[src/rtl/io_bus_arbiter_pkg.sv]
// Shared types and helpers for the io bus arbiter: FSM state encoding,
// the read-data fill value returned on a forced completion, and index wrap helpers.
package io_bus_arbiter_pkg;

  typedef enum logic {
    IDLE = 1'b0,
    WAIT = 1'b1
  } state_t;

  localparam logic TIMEOUT_FILL_BIT = 1'b1;

  // Operands are always below n, so a single conditional subtract wraps correctly.
  function automatic int wrap_add(input int base, input int off, input int n);
    int sum;
    sum = base + off;
    return (sum >= n) ? sum - n : sum;
  endfunction

  function automatic int rr_next(input int idx, input int n);
    return wrap_add(idx, 1, n);
  endfunction

endpackage

[src/rtl/io_bus_arbiter_if.sv]
// Strobe-based io bus bundle; N_PORTS > 1 packs several requesters side by side,
// with requester 0 in the lowest slice of every packed vector.
interface io_bus_arbiter_if #(
  parameter int N_PORTS = 1,
  parameter int ADDR_W  = 32,
  parameter int DATA_W  = 32
);
  localparam int BE_W = DATA_W / 8;

  logic [N_PORTS-1:0]        addr_strobe;
  logic [N_PORTS-1:0]        read_strobe;
  logic [N_PORTS-1:0]        write_strobe;
  logic [N_PORTS*ADDR_W-1:0] addr;
  logic [N_PORTS*BE_W-1:0]   byte_enable;
  logic [N_PORTS*DATA_W-1:0] write_data;
  logic [DATA_W-1:0]         read_data;
  logic [N_PORTS-1:0]        ready;

  modport master (
    output addr_strobe, read_strobe, write_strobe, addr, byte_enable, write_data,
    input  read_data, ready
  );

  modport slave (
    input  addr_strobe, read_strobe, write_strobe, addr, byte_enable, write_data,
    output read_data, ready
  );

endinterface

[src/rtl/io_bus_arbiter_rr_arbiter.sv]
// Combinational round-robin picker: first requester at or after ptr, wrapping
// from N-1 back to 0. Returns both a one-hot grant and its index.
module rr_arbiter
  import io_bus_arbiter_pkg::*;
#(
  parameter int N     = 2,
  parameter int IDX_W = (N > 1) ? $clog2(N) : 1
) (
  input  logic [N-1:0]     req,
  input  logic [IDX_W-1:0] ptr,
  output logic [N-1:0]     gnt,
  output logic [IDX_W-1:0] idx,
  output logic             valid
);

  always_comb begin : pick
    int j;
    j     = 0;
    gnt   = '0;
    idx   = '0;
    valid = 1'b0;
    for (int k = 0; k < N; k++) begin
      j = wrap_add(int'(ptr), k, N);
      if (!valid && req[j]) begin
        valid  = 1'b1;
        gnt[j] = 1'b1;
        idx    = IDX_W'(j);
      end
    end
  end

endmodule

[src/rtl/io_bus_arbiter.sv]
// Shares one strobe-based io bus between N_MASTERS requesters with round-robin replay.
// Optional IO_BUS_TIMEOUT_EN: forced completion after TIMEOUT cycles in WAIT.
module io_bus_arbiter
  import io_bus_arbiter_pkg::*;
#(
  parameter int N_MASTERS = 2,
  parameter int ADDR_W    = 32,
  parameter int DATA_W    = 32,
  parameter int TIMEOUT   = 1024
) (
  input  logic            clk,
  input  logic            rst_n,
  io_bus_arbiter_if.slave  m,
  io_bus_arbiter_if.master s,
  output logic            timeout_err
);

  localparam int BE_W  = DATA_W / 8;
  localparam int IDX_W = $clog2(N_MASTERS);

  state_t state_q, state_d;

  logic [N_MASTERS-1:0] pending;
  logic [N_MASTERS-1:0] capture;
  logic [N_MASTERS-1:0] complete_oh;
  logic [N_MASTERS-1:0] arb_gnt;
  logic [N_MASTERS-1:0] grant_oh_q;
  logic [IDX_W-1:0]     arb_idx;
  logic [IDX_W-1:0]     grant_q;
  logic [IDX_W-1:0]     rr_ptr;
  logic                 arb_valid;
  logic                 issue;
  logic                 complete;
  logic                 timeout_hit;

  logic [ADDR_W-1:0]    cap_addr  [N_MASTERS];
  logic [BE_W-1:0]      cap_be    [N_MASTERS];
  logic [DATA_W-1:0]    cap_wdata [N_MASTERS];
  logic [N_MASTERS-1:0] cap_rd;
  logic [N_MASTERS-1:0] cap_wr;

  // A master finishing this cycle may strobe again; the set must beat the clear.
  assign capture = m.addr_strobe & (~pending | complete_oh);

  always_ff @(posedge clk or negedge rst_n) begin
    if (!rst_n) begin
      pending <= '0;
      cap_rd  <= '0;
      cap_wr  <= '0;
      for (int i = 0; i < N_MASTERS; i++) begin
        cap_addr[i]  <= '0;
        cap_be[i]    <= '0;
        cap_wdata[i] <= '0;
      end
    end else begin
      pending <= (pending & ~complete_oh) | capture;
      for (int i = 0; i < N_MASTERS; i++) begin
        if (capture[i]) begin
          cap_addr[i]  <= m.addr[i*ADDR_W +: ADDR_W];
          cap_be[i]    <= m.byte_enable[i*BE_W +: BE_W];
          cap_wdata[i] <= m.write_data[i*DATA_W +: DATA_W];
          cap_rd[i]    <= m.read_strobe[i];
          cap_wr[i]    <= m.write_strobe[i];
        end
      end
    end
  end

  rr_arbiter #(
    .N     (N_MASTERS),
    .IDX_W (IDX_W)
  ) u_rr (
    .req   (pending),
    .ptr   (rr_ptr),
    .gnt   (arb_gnt),
    .idx   (arb_idx),
    .valid (arb_valid)
  );

  always_ff @(posedge clk or negedge rst_n) begin
    if (!rst_n) begin
      state_q <= IDLE;
    end else begin
      state_q <= state_d;
    end
  end

  always_comb begin
    state_d = state_q;
    case (state_q)
      IDLE:    if (arb_valid) state_d = WAIT;
      WAIT:    if (complete)  state_d = IDLE;
      default: state_d = IDLE;
    endcase
  end

  // Completion is returned combinationally, and only to the master that owns the bus.
  always_comb begin
    issue       = 1'b0;
    complete    = 1'b0;
    complete_oh = '0;
    m.ready     = '0;
    m.read_data = '0;
    timeout_err = 1'b0;
    case (state_q)
      IDLE: issue = arb_valid;
      WAIT: begin
        if (s.ready[0] || timeout_hit) begin
          complete    = 1'b1;
          complete_oh = grant_oh_q;
          m.ready     = grant_oh_q;
          m.read_data = timeout_hit ? {DATA_W{TIMEOUT_FILL_BIT}} : s.read_data;
          timeout_err = timeout_hit;
        end
      end
      default: ;
    endcase
  end

  always_ff @(posedge clk or negedge rst_n) begin
    if (!rst_n) begin
      s.addr_strobe  <= '0;
      s.read_strobe  <= '0;
      s.write_strobe <= '0;
      s.addr         <= '0;
      s.byte_enable  <= '0;
      s.write_data   <= '0;
      grant_q        <= '0;
      grant_oh_q     <= '0;
      rr_ptr         <= '0;
    end else begin
      s.addr_strobe  <= '0;
      s.read_strobe  <= '0;
      s.write_strobe <= '0;
      if (issue) begin
        s.addr_strobe  <= 1'b1;
        s.read_strobe  <= cap_rd[arb_idx];
        s.write_strobe <= cap_wr[arb_idx];
        s.addr         <= cap_addr[arb_idx];
        s.byte_enable  <= cap_be[arb_idx];
        s.write_data   <= cap_wdata[arb_idx];
        grant_q        <= arb_idx;
        grant_oh_q     <= arb_gnt;
      end
      if (complete) begin
        rr_ptr <= IDX_W'(rr_next(int'(grant_q), N_MASTERS));
      end
    end
  end

`ifdef IO_BUS_TIMEOUT_EN
  localparam int CNT_W = $clog2(TIMEOUT + 1);

  logic [CNT_W-1:0] wait_cnt;

  // Counts WAIT cycles already spent, so it reads TIMEOUT-1 during the TIMEOUT-th one.
  always_ff @(posedge clk or negedge rst_n) begin
    if (!rst_n) begin
      wait_cnt <= '0;
    end else if (state_q == WAIT && !complete) begin
      wait_cnt <= wait_cnt + 1'b1;
    end else begin
      wait_cnt <= '0;
    end
  end

  assign timeout_hit = (state_q == WAIT) && !s.ready[0] &&
                       (wait_cnt == CNT_W'(TIMEOUT - 1));
`else
  assign timeout_hit = 1'b0;
`endif

endmodule

[src/flat_wrapper.sv]
// flat-port wrapper written by rule: the top's interface ports become plain ports
module io_bus_arbiter_flat import io_bus_arbiter_pkg::*;
#(
  parameter int N_MASTERS = 2,
  parameter int ADDR_W    = 32,
  parameter int DATA_W    = 32,
  parameter int TIMEOUT   = 1024
)
  (clk, rst_n, timeout_err, m_addr_strobe, m_read_strobe, m_write_strobe, m_addr, m_byte_enable, m_write_data, m_read_data, m_ready, s_addr_strobe, s_read_strobe, s_write_strobe, s_addr, s_byte_enable, s_write_data, s_read_data, s_ready);
  io_bus_arbiter_if #(.N_PORTS((2)), .ADDR_W(ADDR_W), .DATA_W(DATA_W)) m_i ();
  io_bus_arbiter_if #(.N_PORTS(1), .ADDR_W(ADDR_W), .DATA_W(DATA_W)) s_i ();
  input  logic clk;
  input  logic rst_n;
  output logic timeout_err;
  input wire logic [$bits(m_i.addr_strobe)-1:0] m_addr_strobe;
  input wire logic [$bits(m_i.read_strobe)-1:0] m_read_strobe;
  input wire logic [$bits(m_i.write_strobe)-1:0] m_write_strobe;
  input wire logic [$bits(m_i.addr)-1:0] m_addr;
  input wire logic [$bits(m_i.byte_enable)-1:0] m_byte_enable;
  input wire logic [$bits(m_i.write_data)-1:0] m_write_data;
  output wire logic [$bits(m_i.read_data)-1:0] m_read_data;
  output wire logic [$bits(m_i.ready)-1:0] m_ready;
  output wire logic [$bits(s_i.addr_strobe)-1:0] s_addr_strobe;
  output wire logic [$bits(s_i.read_strobe)-1:0] s_read_strobe;
  output wire logic [$bits(s_i.write_strobe)-1:0] s_write_strobe;
  output wire logic [$bits(s_i.addr)-1:0] s_addr;
  output wire logic [$bits(s_i.byte_enable)-1:0] s_byte_enable;
  output wire logic [$bits(s_i.write_data)-1:0] s_write_data;
  input wire logic [$bits(s_i.read_data)-1:0] s_read_data;
  input wire logic [$bits(s_i.ready)-1:0] s_ready;
  assign m_i.addr_strobe = m_addr_strobe;
  assign m_i.read_strobe = m_read_strobe;
  assign m_i.write_strobe = m_write_strobe;
  assign m_i.addr = m_addr;
  assign m_i.byte_enable = m_byte_enable;
  assign m_i.write_data = m_write_data;
  assign m_read_data = m_i.read_data;
  assign m_ready = m_i.ready;
  assign s_addr_strobe = s_i.addr_strobe;
  assign s_read_strobe = s_i.read_strobe;
  assign s_write_strobe = s_i.write_strobe;
  assign s_addr = s_i.addr;
  assign s_byte_enable = s_i.byte_enable;
  assign s_write_data = s_i.write_data;
  assign s_i.read_data = s_read_data;
  assign s_i.ready = s_ready;
  io_bus_arbiter #(.N_MASTERS(N_MASTERS), .ADDR_W(ADDR_W), .DATA_W(DATA_W), .TIMEOUT(TIMEOUT)) u_core (.clk(clk), .rst_n(rst_n), .m(m_i), .s(s_i), .timeout_err(timeout_err));
endmodule
[config.mk]
export PLATFORM = sky130hd
export DESIGN_NAME = io_bus_arbiter_flat
export DESIGN_NICKNAME = d
export VERILOG_FILES = /design/src/rtl/io_bus_arbiter_pkg.sv /design/src/rtl/io_bus_arbiter_if.sv /design/src/rtl/io_bus_arbiter_rr_arbiter.sv /design/src/rtl/io_bus_arbiter.sv /design/src/flat_wrapper.sv
export SDC_FILE = /design/constraint.sdc
export NUM_CORES = 1
export LEC_CHECK = 0
export BUFFER_PORTS_ARGS = -buffer_cell sky130_fd_sc_hd__buf_2
export CORE_UTILIZATION = 33
export DETAILED_ROUTE_END_ITERATION = 6
export PLACE_DENSITY = 0.56
export SLEW_MARGIN = 20
export SYNTH_ARGS = -nofsm -noshare
export SYNTH_HDL_FRONTEND = slang
export SYNTH_HIERARCHICAL = 1
export SYNTH_SLANG_ARGS = --single-unit
[constraint.sdc]
create_clock -name clk -period 2 [get_ports clk]
set_input_delay 0.2 -clock clk [delete_from_list [all_inputs] [get_ports clk]]
set_output_delay 0.2 -clock clk [all_outputs]
set_load 0.03 [all_outputs]
# == Word level (Yosys, flattened, before mapping) ==
# Cells that the tools add are included.
# Widths: inputs -> output; s select.
# totals
reg_bits,218
input_bits,177
word_cells,93
out_inout_bits,106
# classes
n_bitwise,9
n_reduce_logical,4
n_mux,45
order_cmp,9
n_addsub,5
# ops
op,n
$mux 32,10
$ge 32x1->1 const B,2
$lt 32x3->1 const B,2
$mux 1,25
$mux 4,3
$mux 2,4
$ge 2x2->1 const B,3
$or 2x2->2,3
$add 1x1->2 const B,2
$and 2x2->2,2
$not 2->2,2
$logic_and 1x1->1,3
$sub 1x2->3 const B,1
$sub 2x2->3 const B,1
$demux 1 s1,2
$ge 1x2->1 const B,1
$lt 1x2->1 const B,1
$not 1->2,1
$pmux 1 s2,1
$logic_not 1->1,1
$not 1->1,1
$sub 1x1->1 const B,1

# == Logic depth before layout (Yosys ltp) ==
# Gate-level depths: netlist of run 1.
# depth
depth_word,13
ltp_mapped,7
ltp_nobuf,5

# == Modules after synthesis ==
# Netlist of run 1, hierarchy kept.
# modules_own_cells
module,n_inst,area_each_um2,seq_area_each_um2,cells_per_inst
io_bus_arbiter,1,9092.5,5455.2,670
rr_arbiter,1,32.5,0.0,5

# == Worst setup path after synthesis of run 1 ==
# Ideal clock, no wire load.
# synth_path
kind,reg2reg
startpoint,reg u_core.state_q
endpoint,reg u_core/cap_addr[36] (netlist bit)
required_ns,1.875
slack_ns,0.545
arrival_ns,1.330
period_less_slack_ns,1.455
n_path_buf,2
setup_time_ns,0.125
stages_incl_launch_ff,6
cell_sequence,dfrtp_1 > buf_6 > nand3_4 > a21boi_4 > buf_6 > mux2_4
# synth_between
elab_chain_cells,3
# synth_rtl
item,line_no,source
from (decl),io_bus_arbiter.sv:21,"state_t state_q, state_d;"
from (signal assigned),io_bus_arbiter.sv:84,state_q <= state_d;
$mux 2,io_bus_arbiter.sv:105,case (state_q)
$or 2x2->2,io_bus_arbiter.sv:43,assign capture = m.addr_strobe & (~pending | complete_oh);
$and 2x2->2,io_bus_arbiter.sv:43,
"to (signal, indexed assignment)",io_bus_arbiter.sv:59,cap_addr[i] <= m.addr[i*ADDR_W +: ADDR_W];
to (decl),io_bus_arbiter.sv:36,logic [ADDR_W-1:0] cap_addr [N_MASTERS];
# No other way between the ends.
# A chain may end at the register's enable or synchronous reset.

# == Worst setup path after layout of run 1 ==
# layout_path
startpoint,reg u_core.state_q
endpoint,out m_read_data[19]
# layout_between
elab_chain_cells,1
# layout_rtl
item,line_no,source
$mux 32,io_bus_arbiter.sv:105,
to (decl),flat_wrapper.sv:21,output wire logic [$bits(m_i.read_data)-1:0] m_read_data;
# No other way between the ends.

==> results of run 1 <==
area by class of cell:
cell class / instances / share of cell area
Clock buffer: 34 / 0.0530
Clock inverter: 11 / 0.00655
Inverter: 5 / 0.00142
Multi-Input combinational cell: 405 / 0.254
Sequential cell: 218 / 0.414
Tap cell: 341 / 0.0323
Timing Repair Buffer: 444 / 0.239
repair_timing:
item / 4_1_cts / 5_1_grt
hold buffers: 143 / 0
endpoints found under the hold margin: 193 / 0
setup endpoints to repair: 0 / 1
resized for setup: 0 / 1
metrics by stage:
| stage | utilization | hold WS [ns] | std cells | setup slack, ns | area (sq um) |
|---|---|---|---|---|---|
| 2_1_floorplan | - | -0.0956 | 675 | 0.545 | 9130 |
| 3_3_place_gp | 0.406 | 0.188 | 1270 | 0.328 | 11000 |
| 3_5_place_dp | 0.406 | 0.181 | 1270 | 0.279 | 11000 |
| 4_1_cts | 0.488 | 0.0322 | 1458 | 0.0756 | 13200 |
| 5_1_grt | 0.488 | 0.0363 | 1458 | 0.0339 | 13200 |
| 6_report | 0.488 | 0.0589 | 1458 | 0.120 | 13200 |
sequential cells by signal (all words and copies together) (netlist names), 4 cells and up:
signal / flops
u_core/cap_be: 8
u_core/cap_wdata: 64
u_core/cap_addr: 64
u_core/s.addr: 32
u_core/s.write_data: 32
u_core/s.byte_enable: 4
placed cells by master (no fill, tap or decap):
master	netlist	final
sky130_fd_sc_hd__buf_12	0	12
sky130_fd_sc_hd__o21ai_1	33	33
sky130_fd_sc_hd__dfrtp_1	218	218
sky130_fd_sc_hd__o21ai_0	37	37
sky130_fd_sc_hd__clkinv_2	0	8
sky130_fd_sc_hd__clkbuf_16	0	25
sky130_fd_sc_hd__mux2_4	20	20
sky130_fd_sc_hd__and3_1	32	32
sky130_fd_sc_hd__or2_1	1	1
sky130_fd_sc_hd__a21o_1	2	2
sky130_fd_sc_hd__clkinvlp_4	0	1
sky130_fd_sc_hd__nor2_1	2	2
sky130_fd_sc_hd__inv_6	0	1
sky130_fd_sc_hd__nand2_1	79	79
sky130_fd_sc_hd__mux2_2	120	120
sky130_fd_sc_hd__buf_4	2	7
sky130_fd_sc_hd__nand3_4	2	2
sky130_fd_sc_hd__clkbuf_8	0	4
sky130_fd_sc_hd__mux2i_1	70	70
sky130_fd_sc_hd__bufinv_16	0	1
sky130_fd_sc_hd__a21boi_4	2	3
sky130_fd_sc_hd__buf_2	17	280
sky130_fd_sc_hd__conb_1	1	1
sky130_fd_sc_hd__clkbuf_1	13	5
sky130_fd_sc_hd__a21boi_0	3	2
sky130_fd_sc_hd__nand2b_4	0	1
sky130_fd_sc_hd__buf_6	15	1
sky130_fd_sc_hd__buf_8	0	1
sky130_fd_sc_hd__dlygate4sd3_1	0	143
sky130_fd_sc_hd__inv_1	5	5
metal layers:
metal  share of wire  vias up  track usage
met2            0.47      162        0.267
met3           0.054       36       0.0355
met4           0.019        0       0.0360
met1            0.46     3235        0.218
li1                -     3198            -
met5               0        -            0
critical path: cells and delay by family, from the launching register on:
kind          cells  cell delay, ns
simple gates      1            0.23
flops             1            0.46
buf+inv           2            0.48
report_power, final:
group          internal, uW  total [uW]  leakage [uW]  switching, uW
clock network          2570        4360      0.000393           1790
logic                  3800        8400       0.00344           4600
registers              6650        7770       0.00262           1130
final timing paths:
check / from / endpoint / slack, ns / cells past startpoint
worst min-delay path: s_ready / u_core/pending[1]$_DFF_PN0_ / 0.06 / 3
worst max-delay path: u_core/state_q$_DFF_PN0_ / m_read_data[19] / 0.12 / 3
worst max register to register: u_core/state_q$_DFF_PN0_ / u_core/cap_addr[57]$_DFFE_PN0P_ / 0.27 / 4
max in group asynchronous: rst_n / u_core/cap_wdata[22]$_DFFE_PN0P_ / 1.11 / 3
min in group asynchronous: rst_n / u_core/cap_addr[23]$_DFFE_PN0P_ / 0.22 / 2
worst min register to register: u_core/grant_q$_DFFE_PN0P_ / u_core/rr_ptr$_DFFE_PN0P_ / 0.46 / 1
cells by family after synthesis:
group           count (synthesis)  share of synthesized area
other cells                     1                   0.000411
mux                           210                      0.258
compound gates                 77                     0.0466
flops                         218                      0.598
buf+inv                        52                     0.0369
simple gates                  117                     0.0605
==> summary.md, run 1 <==
Summing internal, switching and leakage power gives 20500 uW. The overall via count from detail_route was 6631; the wire length of the first global-routing pass was 36900 microns. Timing would allow up to 0.532 GHz. The initial antenna violation count came out at 0.

Clock skew on the completed layout was measured at 0.0117 ns. Summing all multi-input logic gate instances after layout gives 0.00335 sq mm. The tools report the number of remaining DRC errors as 0. The clock-pin transition on the worst setup and hold timing paths is 0.05 ns, and the die outline width is 168 microns.

For the synthesized netlist net count, the log shows 852. Data on the critical path is required at its endpoint by 1.80 ns. The count of different cell masters after synthesis is 21, and the count of mapped cells out of synthesis is 675. Among all flip-flop cells after synthesis, the most frequent one is sky130_fd_sc_hd__dfrtp_1. The tools report the final hold violation count as 0. In this run the worst path has a maximum fanout of 35. Wire length per cell after detailed routing: 15.6 microns.

The flow ran to the end, and the final reports show no timing, DRC or antenna violations. For this design the static power due to leakage is 0.00646 uW. At the worst endpoint, the arrival time is 1.68 ns.

Across the VDD grid, the largest voltage drop is 0.000694 V. Counting the fill cells in the layout gives 2406. Detailed placement finished with a half-perimeter wire length of 14800 microns. The final critical delay including setup and external delays works out to 1.88 ns. Among all cell types in the netlist, the one instantiated most often is sky130_fd_sc_hd__dfrtp_1.

Post-route fraction of the period consumed by the critical path: 0.940. For the deepest level of the CTS H-tree, the log shows 1. STA classifies the critical path endpoint as a primary output. The max-slew violation count was 0. The logs give 25 for the number of CTS-inserted buffers and 0 for the residual overflow from global routing. After routing, the total negative slack on setup checks comes to 0 ns.

Summed over all instances, the cell type with the most area after synthesis is sky130_fd_sc_hd__dfrtp_1. The sequential element share of the synthesized area came out at 0.598. The area of the die was 0.0283 sq mm; the overall track demand over capacity in global routing was 0.162. For the number of global-route vias before repair, the log shows 7036. Sorting the synthesized cells by how often they occur yields sky130_fd_sc_hd__dfrtp_1 (218), sky130_fd_sc_hd__mux2_2 (120), sky130_fd_sc_hd__nand2_1 (79). The largest single stage delay on the critical path is 0.46 ns. The kind of path behind the tightest hold check is input port to flip-flop. Initial standard-cell utilization of the core: 0.338. Number of buffers added on ports: 281.

After synthesis the netlist holds a flip-flop and latch count of 218. The sequential cells in the finished layout cover a total of 0.00546 sq mm. The master cell of the clock root buffer was sky130_fd_sc_hd__clkbuf_16. Yosys attributes the largest share of cell area to sky130_fd_sc_hd__dfrtp_1 (60%), sky130_fd_sc_hd__mux2_2 (15%), sky130_fd_sc_hd__mux2i_1 (7.7%), sky130_fd_sc_hd__mux2_4 (3.3%), sky130_fd_sc_hd__nand2_1 (3.2%). In this run the standard cell core region covers 0.0270 sq mm.

The congestion estimate from routability-driven global placement came to 0.743. Entering global routing, the biggest net connects 60 pins. For this block, the initial DRC count from the detailed router was 281.

After detailed routing, the total wire length is 22800 microns. Clock latency on the worst-skew pair, taken at its later pin, is 0.52 ns. The die is 168 microns tall.

The run gives 218 as the number of clock sinks. The run gives 60 as the number of rows created at floorplan. Setup repair after global routing left no endpoint under its margin. For this design, the slowest cell found on the critical path is sky130_fd_sc_hd__dfrtp_1.

Ratio of cells with drive above 1 in the final layout: 0.436. The signal on the critical path passes through buf_6, and3_1, buf_2. The worst setup path is launched from a flip-flop. The power density over the cells works out to 1560 mW/mm^2.

The synthesized area per cell was 13.5 sq um; the number of warnings printed during yosys synthesis was 6. The count of flip-flops with a built-in enable after synthesis was 0; the count of buffers added by post-CTS timing repair for setup was 0. The average via count per standard cell is 4.55.

The number of top-level pins was 283; the max-capacitance violation count was 0. TritonCTS built the clock tree. For the final count of negative-setup-slack endpoints, the log shows 0. The share of the synthesized area in the top cell type works out to 0.598. The repair_antennas step left the layout with diodes totalling 0. The tools report the synthesized cell area as 0.00913 sq mm. The count of nets left with antenna violations once routing finished came out at 0. The async set-or-reset flop fraction in the synthesized netlist was 1.00. From synthesis to final layout, the design area changed by 44.6%. The worst setup path is of the flip-flop to primary output kind. The first TritonRoute pass finished after 5 iterations. In the final design database the tool counted 1276 nets.

The clock passes through at most 3 buffers.
(Power assumes the default switching activity.)
==> inputs of run 2 (changes only) <==
Settings changed: CELL_PAD_IN_SITES_DETAIL_PLACEMENT set to 1, CELL_PAD_IN_SITES_GLOBAL_PLACEMENT set to 1, PLACE_DENSITY 0.56 to 0.67.
==> run 2 against run 1 <==
Compared with the run above:
- maximum frequency grew 2.7%
- first-iteration DRC count shrank 2.1%
- flip-flop and latch count is the same
- sequential power grew 2%
- worst setup slack gained 0.050 ns
- combinational power grew 2%
- final cell count shrank 0.14%
- utilization grew 0.15 points
- largest cell class unchanged
- highest routed layer unchanged
==> summary.md, run 2 (synthesis results as in run 1) <==
For the overall track demand over capacity in global routing, the log shows 0.188 (+0.0258). The worst-case setup margin in the final layout came out at 0.170 ns (+0.0500 ns). The tools report the number of remaining DRC errors as 0 (unchanged).

The path with the worst hold slack has its endpoint at u_core/pending[0]$_DFF_PN0_. Number of DRC violations after detailed-routing iteration 0: 275 (-2.1%). For this design, the slowest cell found on the critical path is sky130_fd_sc_hd__dfrtp_2. The run gives 0.721 (-3.0%) as the weighted congestion reported at the end of routability-driven placement. Overall routed net length: 26300 microns (+15%).

The run gives 0 (unchanged) as the residual overflow from global routing. TritonCTS built the clock tree. The share of total power in the clock network is 0.226 (+0.014), and the average via count per standard cell is 4.63 (+1.8%). The initial standard-cell utilization of the core was 0.338 (unchanged); the largest vdd supply drop was 0.00102 V (+47%). Post-route fraction of the period consumed by the critical path: 0.915 (-0.0250). The critical path goes through buf_6, and3_1, buf_2. The number of buffers added on ports works out to 281 (unchanged). The maximum clock path buffer count came out at 3 (unchanged). The final critical delay including setup and external delays is 1.83 ns (-0.0500 ns), and the setup clock skew after layout is 0.00899 ns (-0.00268 ns). Delay of the slowest critical-path stage: 0.44 ns (-0.02 ns).

The largest registers in the layout are u_core/cap_addr (64), u_core/cap_wdata (64). The logs give 0.403 (-0.006) for the share of total power in combinational logic and 4 (-1) for the total iterations of the first detailed-routing run. The worst setup path is captured at a primary output. The logs give 0 (unchanged) for the final hold violation count and 0 (unchanged) for the max-capacitance violation count. The run gives 60 (unchanged) as the number of rows created at floorplan. The power density over the cells was 1610 mW/mm^2 (+3.3%). The run gives 0.38 ns (+0.11 ns) as the minimum setup slack among reg-to-reg paths. The run gives 6738 (+1.6%) as the overall via count from detail_route.

The initial antenna violation count was 0 (unchanged). The clock-pin transition on the worst setup and hold timing paths is 0.06 ns (about the same), and the highest achievable clock rate is 0.546 GHz (+2.7%). Number of cells on the worst hold path: 3 (unchanged). The logic depth of the worst register-to-register path was 4 (unchanged). Number of placed cells counting well taps: 1268 (-0.16%). The die height came out at 168 microns (unchanged). Die outline width: 168 microns (unchanged). The critical path in this run is classified as flip-flop to primary output.

Relative area change from synthesis to final layout: 45.0%. The number of clock sinks was 218 (unchanged). The final worst hold slack is 0.0621 ns (+0.00320 ns).

The tools report the worst path arrival time as 1.63 ns (-0.05 ns). The switching power was 7860 uW (+4.7%); the final count of negative-setup-slack endpoints was 0 (unchanged). For the clock latency reported for the late side of the worst-skew pair, the log shows 0.51 ns (about the same). Start point of the critical path: u_core/state_q$_DFF_PN0_.

The run finished with clean final reports. For the count of antenna diodes in the layout, the log shows 0 (unchanged). The logs give 283 (unchanged) for the number of top-level pins and 0 ns (unchanged) for the setup TNS. Kind of path behind the tightest hold check: input port to flip-flop. The run gives 66 (+10%) as the largest net degree at the start of global routing.

The tools report the part of the total power dissipated in sequential elements as 0.371 (-0.008). For the required time at the worst-slack endpoint, the log shows 1.80 ns (about the same). The run gives 13400 uW (+3.0%) as the internal power of the cells. Number of global-route vias before repair: 7707 (+9.5%). The tools report the final core area utilization as 0.490 (+0.00153). Clock tree synthesis selected as its root buffer the cell sky130_fd_sc_hd__clkbuf_16. The count of non-filler cells in the finished layout is 1456 (-0.14%), and the share of total power consumed by net switching is 0.370 (+0.00381). The leakage power summed over all cells is 0.00647 uW (+0.20%).

The wire length of the first global-routing pass was 42400 microns (+15%). The beginning of the worst hold path is s_ready. The total buffers and inverters traversed by the critical path was 2 (unchanged). The worst setup timing slack at the placement stage was 0.336 ns (+0.0571 ns).

The startpoint identified for the worst register-to-register timing path is u_core/pending[1]$_DFF_PN0_. The max-slew violation count came out at 0 (unchanged). The leading cell type in the layout, fill and taps excluded is sky130_fd_sc_hd__buf_2. The core area is 0.0270 sq mm (unchanged), and the deepest level of the CTS H-tree is 1 (unchanged).

Type of origin of the critical path: a flip-flop. For the post-detailed-placement half-perimeter wirelength, the log shows 16000 microns (+8.5%). Number of routed nets with antenna violations: 0 (unchanged). The wire length per cell after detailed routing is 18.1 microns (+15%). For the count of nets after finishing, the log shows 1274 (-0.16%).

Largest fanout on the critical path: 33 (-5.7%). The area of the die is 0.0283 sq mm (unchanged). Setup repair after global routing left no endpoint under its margin.

The largest delay contributor family on the critical path was buffers and inverters. The worst register-to-register path ends at u_core/s.write_data[9]$_DFFE_PN0P_. In the layout the commonest cells are sky130_fd_sc_hd__buf_2 (280), sky130_fd_sc_hd__dfrtp_1 (217), sky130_fd_sc_hd__dlygate4sd3_1 (143). The number of CTS-inserted buffers is 25 (unchanged).

The ratio of cells with drive above 1 in the final layout is 0.439 (+0.00347).
run 2: how the worst max path moves through the flow:
stage                                      end  slack, ns  depth (start not counted)
6_report                        m_read_data[9]       0.17                          3
2_1_floorplan  u_core/cap_addr[36]$_DFFE_PN0P_       0.54                          5
5_1_grt                         m_read_data[9]       0.08                          3
3_5_place_dp   u_core/cap_addr[34]$_DFFE_PN0P_       0.34                          4
3_3_place_gp   u_core/cap_addr[34]$_DFFE_PN0P_       0.39                          4
4_1_cts                         m_read_data[9]       0.02                          3
run 2: what timing repair did:
| action | in CTS | in global routing |
|---|---|---|
| setup buffers | 0 | 0 |
| endpoints found under the hold margin | 188 | 0 |
| hold buffers | 143 | 0 |
| endpoints found under the setup margin | 0 | 32 |
| gates resized for setup | 0 | 2 |
run 2: per-layer routing:
layer,GRT usage,up-vias,wire [microns]
li1,-,3180,-
met1,0.231,3361,11200
met2,0.337,164,13200
met3,0.0425,33,1400
met4,0.0368,0,483
met5,0,-,0
run 2: cell type report:
cell class / instances / area (sq um)
clock inverters: 18 / 223
flip-flops and latches: 218 / 5460
inverters: 5 / 18.8
multi-input cells: 405 / 3350
clock buffers: 27 / 643
repair buffers: 442 / 3110
fillers: 2875 / 13800
well taps: 341 / 427
run 2: power groups by stage:
stage                     clock network (uW)  registers (uW)  logic, uW
after floorplan                            0            8920       4850
after global placement                     0            7800       8140
after detailed placement                   0            7910       8370
after CTS                               4940            7860       8630
after global routing                    5110            8180       9310
final                                   4810            7890       8570
run 2: metrics by stage:
step	power [uW]	area [sq um]
after detailed placement	16300	10900
after global routing	22600	13200
after floorplan	13800	9130
after global placement	15900	10900
after CTS	21400	13200
final	21300	13200
run 2: worst reg2reg max path, delay by kind of cell, from the launching register on:
family	cells	cell delay (ns)
muxes	1	0.33
buffers and inverters	1	0.30
AOI/OAI and AO/OA	2	0.39
DFF	1	0.47
